**src/rtl/uart_pkg.sv**
```systemverilog
// Shared state type, frame encodings and helpers for the UART receive path.
// Imported by the sample-tick generator and the receive sampler.
package uart_pkg;

    typedef enum logic [2:0] {
        IDLE,
        START,
        DATA,
        PARITY,
        STOP,
        BREAK_WAIT
    } uart_state_e;

    localparam int OVERSAMPLE_DEFAULT = 16;

    localparam logic [1:0] STOP_SIZE_ONE = 2'b01;
    localparam logic [1:0] STOP_SIZE_TWO = 2'b10;

    localparam logic PARITY_ODD  = 1'b1;
    localparam logic PARITY_EVEN = 1'b0;

    localparam logic [3:0] DATA_SIZE_MIN = 4'd6;
    localparam logic [3:0] DATA_SIZE_MAX = 4'd8;

    function automatic logic [3:0] clamp_data_size(input logic [3:0] size);
        logic [3:0] result;
        result = size;
        if (size < DATA_SIZE_MIN) begin
            result = DATA_SIZE_MIN;
        end else if (size > DATA_SIZE_MAX) begin
            result = DATA_SIZE_MAX;
        end
        return result;
    endfunction

endpackage

```
**src/rtl/uart_sample_tick.sv**
```systemverilog
// Sample-period divider: pulses o_tick every i_div clocks (0 acts as 1) and
// walks the oversample index o_sample through 0..OVERSAMPLE-1.
module uart_sample_tick #(
    parameter int OVERSAMPLE = 16,
    parameter int DIV_WIDTH  = 16,
    parameter int S_WIDTH    = $clog2(OVERSAMPLE)
) (
    input  logic                 i_clk,
    input  logic                 i_rst_n,
    input  logic                 i_clear,
    input  logic [DIV_WIDTH-1:0] i_div,
    output logic                 o_tick,
    output logic [S_WIDTH-1:0]   o_sample
);

    localparam logic [S_WIDTH-1:0] S_LAST = S_WIDTH'(OVERSAMPLE - 1);

    logic [DIV_WIDTH-1:0] r_cnt;
    logic [S_WIDTH-1:0]   r_sample;
    logic [DIV_WIDTH-1:0] w_divLast;
    logic                 w_tick;

    // ">=" keeps the counter from running away if the divisor shrinks mid-count.
    assign w_divLast = (i_div == '0) ? '0 : (i_div - DIV_WIDTH'(1));
    assign w_tick    = (r_cnt >= w_divLast);

    always_ff @(posedge i_clk) begin
        if (!i_rst_n) begin
            r_cnt    <= '0;
            r_sample <= '0;
        end else if (i_clear) begin
            r_cnt    <= '0;
            r_sample <= '0;
        end else if (w_tick) begin
            r_cnt    <= '0;
            r_sample <= (r_sample == S_LAST) ? '0 : (r_sample + S_WIDTH'(1));
        end else begin
            r_cnt    <= r_cnt + DIV_WIDTH'(1);
        end
    end

    assign o_tick   = w_tick;
    assign o_sample = r_sample;

endmodule

```
**src/rtl/uart_rx_sampler.sv**
```systemverilog
// Oversampling UART receive front end: synchronises rx, majority-votes the bit
// centre and deframes start/data/parity/stop into a word plus error flags.
module uart_rx_sampler
    import uart_pkg::*;
#(
    parameter int OVERSAMPLE = OVERSAMPLE_DEFAULT,
    parameter int DIV_WIDTH  = 16
) (
    input  logic                 clk_i,
    input  logic                 rst_ni,
    input  logic                 en_i,
    input  logic                 rx_i,
    input  logic [DIV_WIDTH-1:0] clks_per_sample_i,
    input  logic [3:0]           data_size_i,
    input  logic                 parity_size_i,
    input  logic                 parity_type_i,
    input  logic [1:0]           stop_size_i,
    output logic [8:0]           data_o,
    output logic                 valid_o,
    output logic                 parity_err_o,
    output logic                 frame_err_o,
    output logic                 break_o,
    output logic                 busy_o
);

    localparam int S_WIDTH = $clog2(OVERSAMPLE);
    localparam logic [S_WIDTH-1:0] S_VOTE0 = S_WIDTH'(OVERSAMPLE / 2 - 1);
    localparam logic [S_WIDTH-1:0] S_VOTE1 = S_WIDTH'(OVERSAMPLE / 2);
    localparam logic [S_WIDTH-1:0] S_VOTE2 = S_WIDTH'(OVERSAMPLE / 2 + 1);
    localparam logic [S_WIDTH-1:0] S_LAST  = S_WIDTH'(OVERSAMPLE - 1);

    logic               r_sync1, r_sync2, r_prev;
    uart_state_e        r_state, w_stateNext;
    logic               w_tick;
    logic [S_WIDTH-1:0] w_sample;
    logic               r_samp0, r_samp1;
    logic               w_vote, w_startDet, w_voteTick, w_endTick;
    logic               w_frameDone, w_breakDet, w_parErr;

    logic [3:0]         r_dataSize;
    logic               r_parEn, r_parType, r_twoStop;
    logic [3:0]         r_bitCnt;
    logic [7:0]         r_shift;
    logic               r_parBit, r_anyOne, r_stopErr, r_stopIdx;

    logic [8:0]         r_data;
    logic               r_valid, r_parErr, r_frameErr, r_break, r_busy;

    uart_sample_tick #(
        .OVERSAMPLE (OVERSAMPLE),
        .DIV_WIDTH  (DIV_WIDTH),
        .S_WIDTH    (S_WIDTH)
    ) u_tick (
        .i_clk    (clk_i),
        .i_rst_n  (rst_ni),
        .i_clear  (w_startDet),
        .i_div    (clks_per_sample_i),
        .o_tick   (w_tick),
        .o_sample (w_sample)
    );

    assign w_startDet = en_i && (r_state == IDLE) && !r_sync2 && r_prev;
    assign w_voteTick = w_tick && (w_sample == S_VOTE2);
    assign w_endTick  = w_tick && (w_sample == S_LAST);
    // The third vote sample is the live synchronised line at the deciding tick.
    assign w_vote     = (r_samp0 & r_samp1) | (r_samp0 & r_sync2) | (r_samp1 & r_sync2);
    assign w_parErr   = r_parEn && ((^r_shift ^ r_parBit) != (r_parType == PARITY_ODD));

    always_comb begin
        w_stateNext = r_state;
        w_frameDone = 1'b0;
        w_breakDet  = 1'b0;
        if (!en_i) begin
            w_stateNext = IDLE;
        end else begin
            case (r_state)
                IDLE: begin
                    if (w_startDet) w_stateNext = START;
                end
                START: begin
                    if (w_voteTick && w_vote) w_stateNext = IDLE;
                    else if (w_endTick)       w_stateNext = DATA;
                end
                DATA: begin
                    if (w_endTick && (r_bitCnt == r_dataSize))
                        w_stateNext = r_parEn ? PARITY : STOP;
                end
                PARITY: begin
                    if (w_endTick) w_stateNext = STOP;
                end
                STOP: begin
                    // Finish at the vote rather than bit end so the next start edge is caught.
                    if (w_voteTick) begin
                        if (!r_stopIdx && !r_anyOne && !w_vote) begin
                            w_stateNext = BREAK_WAIT;
                            w_frameDone = 1'b1;
                            w_breakDet  = 1'b1;
                        end else if (r_stopIdx || !r_twoStop) begin
                            w_stateNext = IDLE;
                            w_frameDone = 1'b1;
                        end
                    end
                end
                BREAK_WAIT: begin
                    if (r_sync2) w_stateNext = IDLE;
                end
                default: w_stateNext = IDLE;
            endcase
        end
    end

    always_ff @(posedge clk_i) begin
        if (!rst_ni) begin
            r_sync1 <= 1'b1;
            r_sync2 <= 1'b1;
            r_prev  <= 1'b1;
            r_state <= IDLE;
            r_busy  <= 1'b0;
        end else begin
            r_sync1 <= rx_i;
            r_sync2 <= r_sync1;
            r_prev  <= r_sync2;
            r_state <= w_stateNext;
            r_busy  <= (w_stateNext != IDLE);
        end
    end

    always_ff @(posedge clk_i) begin
        if (!rst_ni) begin
            r_samp0    <= 1'b1;
            r_samp1    <= 1'b1;
            r_dataSize <= DATA_SIZE_MAX;
            r_parEn    <= 1'b0;
            r_parType  <= PARITY_EVEN;
            r_twoStop  <= 1'b0;
            r_bitCnt   <= '0;
            r_shift    <= '0;
            r_parBit   <= 1'b0;
            r_anyOne   <= 1'b0;
            r_stopErr  <= 1'b0;
            r_stopIdx  <= 1'b0;
        end else begin
            if (w_tick && (w_sample == S_VOTE0)) r_samp0 <= r_sync2;
            if (w_tick && (w_sample == S_VOTE1)) r_samp1 <= r_sync2;
            if (w_startDet) begin
                r_dataSize <= clamp_data_size(data_size_i);
                r_parEn    <= parity_size_i;
                r_parType  <= parity_type_i;
                r_twoStop  <= (stop_size_i == STOP_SIZE_TWO);
                r_bitCnt   <= '0;
                r_shift    <= '0;
                r_parBit   <= 1'b0;
                r_anyOne   <= 1'b0;
                r_stopErr  <= 1'b0;
                r_stopIdx  <= 1'b0;
            end else begin
                if (w_voteTick && (r_state == DATA) && (r_bitCnt < r_dataSize)) begin
                    r_shift[r_bitCnt[2:0]] <= w_vote;
                    r_bitCnt               <= r_bitCnt + 4'd1;
                    r_anyOne               <= r_anyOne | w_vote;
                end
                if (w_voteTick && (r_state == PARITY)) begin
                    r_parBit <= w_vote;
                    r_anyOne <= r_anyOne | w_vote;
                end
                if (w_voteTick && (r_state == STOP) && !w_vote) r_stopErr <= 1'b1;
                if (w_endTick && (r_state == STOP)) r_stopIdx <= 1'b1;
            end
        end
    end

    always_ff @(posedge clk_i) begin
        if (!rst_ni) begin
            r_data     <= '0;
            r_valid    <= 1'b0;
            r_parErr   <= 1'b0;
            r_frameErr <= 1'b0;
            r_break    <= 1'b0;
        end else begin
            r_valid <= w_frameDone;
            if (w_frameDone) begin
                r_data     <= {r_parBit, r_shift};
                r_parErr   <= w_parErr;
                r_frameErr <= r_stopErr | !w_vote;
                r_break    <= w_breakDet;
            end
        end
    end

    assign data_o       = r_data;
    assign valid_o      = r_valid;
    assign parity_err_o = r_parErr;
    assign frame_err_o  = r_frameErr;
    assign break_o      = r_break;
    assign busy_o       = r_busy;

endmodule
```
**config.mk**
```make
export PLATFORM = sky130hd
export DESIGN_NAME = uart_rx_sampler
export DESIGN_NICKNAME = d
export VERILOG_FILES = /design/src/rtl/uart_pkg.sv /design/src/rtl/uart_sample_tick.sv /design/src/rtl/uart_rx_sampler.sv
export SDC_FILE = /design/constraint.sdc
export NUM_CORES = 1
export LEC_CHECK = 0
export ABC_AREA = 0
export CORE_MARGIN = 2
export CORE_UTILIZATION = 55
export CTS_BUF_LIST = sky130_fd_sc_hd__clkbuf_2 sky130_fd_sc_hd__clkbuf_4 sky130_fd_sc_hd__clkbuf_8
export DETAILED_ROUTE_END_ITERATION = 6
export HOLD_SLACK_MARGIN = 0.08
export PLACE_DENSITY = 0.78
export REMOVE_ABC_BUFFERS = 1
export SYNTH_ARGS = -nofsm -noshare
export SYNTH_HDL_FRONTEND = slang
export SYNTH_HIERARCHICAL = 1
export SYNTH_SLANG_ARGS = --single-unit
```
**constraint.sdc**
```tcl
create_clock -name clk_i -period 8.3 [get_ports clk_i]
set_input_delay 1.66 -clock clk_i [delete_from_list [all_inputs] [get_ports clk_i]]
set_output_delay 1.66 -clock clk_i [all_outputs]
set_load 0.02 [all_outputs]
```
==> summary.md <==
The pin count of the biggest net entering global routing was 19; the number of max-cap violations was 0. Data on the critical path is required at its endpoint by 8500 ps. Setup repair after global routing left no endpoint under its margin. The synthesized design devotes to its leading area cell type 35.6% of total area. After synthesis, flip-flops and latches occupy 35.6% of the total area. The min-delay analysis places its worst path in the category reg -> reg.

After synthesis, the share of flip-flops with an asynchronous set or reset is 0%. Measured against its own limit, the worst slew margin works out to 43.7%. For this run, design rule violations remaining after detail routing come to 0. For the worst setup path, the data arrival time is 6060 ps.

The number of distinct library cells after synthesis is 53, and the power density normalized to cell area is 150 nW/um^2. The mapped netlist covers 3660 um^2. Total number of vias: 3049. For the number of inserted filler cells in the final layout, the log shows 538. Cells fill 67.6% of the core in the end.

Library cell used as clock root buffer: sky130_fd_sc_hd__clkbuf_8. The run gives 1.72 nW as the leakage power of the design. CTS saw 65 sinks. For this run, the post-layout net count is 519.

The depth of the most critical reg-to-reg path was 11. The final critical path takes up 70.6% of the cycle. The worst-margin pin slew was 841 ps; the routed via count divided by cell count was 5.56.

The share of final-layout standard cells stronger than drive strength 1 came out at 5.73%. Cell taking the most area after synthesis: sky130_fd_sc_hd__dfxtp_1. The number of buffers on the longest clock path is 2. The count of inserted antenna diode cells is 0, and the number of max-slew violations in the final report is 0.

After clock tree synthesis, the repair step resized 0 gates. Setup total negative slack on the finished layout was measured at 0 ps. The critical path is of the in -> reg type. The run gives 12400 um as the first-pass GRT wire length. In the synthesized netlist, the number of instances is 425. Ranked by total cell area, the synthesized netlist is headed by sky130_fd_sc_hd__dfxtp_1 36%, sky130_fd_sc_hd__ha_1 8.5%, sky130_fd_sc_hd__mux2i_1 6.3%.

Buffering stage count on the worst path with inverters included: 1. The number of placed I/O pins was 42. The tools report the critical register-to-register path startpoint as u_tick/r_cnt[0]. Worst reg-to-reg setup slack: 5250 ps. In this run the post-CTS setup repair buffer count came out at 0. Floorplan die area: 7320 um^2. Averaged over all synthesized cells, the footprint is 8.61 um^2. After detailed routing, the average wire length per cell comes to 13.5 um. The number of DRC markers in iteration 0 was 177; the total of warnings raised by yosys was 6. The run gives 6390 um^2 as the area of the core.

The total number of cells along the worst setup path is 14. In this run, synthesis produced a sequential element count of 65. The wire-length estimate of the detail-placed layout is 5530 um. The congestion estimate from routability-driven global placement came to 0.839.

The flow ran to the end, and the final reports show no timing, DRC or antenna violations. Latest clock arrival within the worst-skew pair: 340 ps. Broken down by cell family, the worst path's largest delay share belongs to simple AND/OR/NAND/NOR gates. The total wire length after detailed routing is 7380 um, and the final count of hold timing violations is 0. In this run the remaining antenna-violating nets after routing total 0.

The number of antenna violations at the first check in global routing was 0. Critical-path cell with the highest stage delay: sky130_fd_sc_hd__nand4_1. The worst ir drop on vdd came out at 0.126 mV.

The total global routing overflow was 0; the total clock buffers created by CTS was 9. The critical path goes through clkdlybuf4s50_1, nor4_1, nand4_1, and2_1, ha_1, nand2b_4, a2111o_1, a31oi_1, nand3_2, and3_1, nand3_1, nor4_1, nor4bb_1, nand4_1. The width of the die came out at 85.6 um. Tracing the worst setup path back leads to its startpoint at clks_per_sample_i[5]. The die is 85.6 um tall.

The pre-antenna-repair detailed-routing pass consisted of 4 iterations. The upper clock frequency limit came out at 0.171 GHz. TritonCTS built the clock tree. The H-tree was split into 3 levels. For this run, the slowest stage of the critical path takes 600 ps. Among all flip-flop cells after synthesis, the most frequent one is sky130_fd_sc_hd__dfxtp_1. The most frequent cell after synthesis was sky130_fd_sc_hd__dfxtp_1. Port buffering added 41 buffers.

The effective utilization at floorplan is 57.3%. The initialized floorplan defines 29 standard-cell rows. The tools report the capture point of the worst reg-to-reg path as busy_o. STA classifies the critical path endpoint as a register. The time the worst path needs with I/O delays and setup was 5860 ps.

By count the netlist is led by 65 x sky130_fd_sc_hd__dfxtp_1, 59 x sky130_fd_sc_hd__nor2_1, 48 x sky130_fd_sc_hd__nand2_1. Overall track demand over capacity in global routing: 20.7%. Following the worst setup path forward leads to its endpoint at busy_o. On the final layout, the worst hold slack is 437 ps.

The tools report the number of global-route vias before repair as 2795. The sort of element at the start of the critical path was a primary input. The synthesis-to-finish area growth was 17.9%. For the final database, setup skew stands at 11.5 ps. The biggest fanout along the worst timing path was 16; the number of flops mapped to enable cells by yosys was 0. The number of setup violations in the final report is 0, and the clock slew seen by the registers of the worst setup and hold paths is 70 ps. Hold repair after CTS inserted 0 buffers.
-- layout by cell type, fill, tap and decap left out, drive strengths merged, types with 11 or more instances in the layout --
cell	netlist	layout
xor2	15	15
inv	16	18
nand2b	13	13
nand4	15	15
nand3	19	19
xnor2	19	19
nand2	48	48
clkdlybuf4s50	0	41
ha	25	25
a21oi	14	14
dfxtp	65	65
clkbuf	4	11
nor2	59	59
mux2i	23	23
-- power by group --
group / leakage, nW / internal [mW] / switching, mW
registers: 0.525 / 0.315 / 0.00279
clock network: 0.110 / 0.157 / 0.123
logic: 1.08 / 0.0253 / 0.0253
total: 1.72 / 0.497 / 0.151
-- registers in the layout, summed over array words and instances (netlist names), 3 cells and up --
| signal | flops |
|---|---|
| r_dataSize | 4 |
| u_tick/r_cnt | 16 |
| r_shift | 8 |
| r_bitCnt | 4 |
| u_tick/o_sample | 4 |
| data_o | 9 |
| r_state | 3 |
-- cell type report --
class	count	area, um^2	area share [%]
clock inverters	5	61.3	1.42
flip-flops and latches	65	1300	30.2
well taps	77	96.3	2.23
inverters	17	63.8	1.48
multi-input cells	332	2230	51.7
clock buffers	11	151	3.51
repair buffers	41	410	9.51
-- cell families (layout without fill, tap and decap cells) --
| kind of cell | after synthesis | after routing | share of synthesized area [%] |
|---|---|---|---|
| and+or+nand+nor | 200 | 200 | 28.5 |
| adders and majority gates | 26 | 26 | 8.86 |
| AOI/OAI and AO/OA | 48 | 48 | 8.52 |
| DFF | 65 | 65 | 35.6 |
| muxes | 23 | 23 | 6.29 |
| buffers and inverters | 28 | 74 | 3.49 |
| xor gates and xnor gates | 35 | 35 | 8.76 |
-- metal layers --
metal	wire, um	up-vias	GRT usage [%]	share of wire [%]
li1	-	1574	-	-
met1	3550	1388	28.5	48
met2	3390	81	32.3	46
met3	367	6	4.72	5.0
met4	75	0	6.93	1.0
met5	0	-	0	0
-- metrics by stage --
step / instance area, um^2 / std cells / power [mW] / worst slack (ps)
5_1_grt: 4310 / 548 / 0.673 / 2100
6_report: 4310 / 548 / 0.648 / 2440
2_1_floorplan: 3590 / 414 / 0.351 / 3220
3_3_place_gp: 4100 / 532 / 0.374 / 2430
3_5_place_dp: 4100 / 532 / 0.375 / 2200
4_1_cts: 4310 / 548 / 0.654 / 2480
-- worst min path at each step --
stage                     startpoint  endpoint  cells after the start
after detailed placement     r_sync1   r_sync2                      1
after global placement       r_sync1   r_sync2                      1
after global routing         r_sync1   r_sync2                      1
final                        r_sync1   r_sync2                      1
after floorplan              r_sync1   r_sync2                      1
after CTS                    r_sync1   r_sync2                      1
Note: power is estimated with default switching activity, not from simulation.
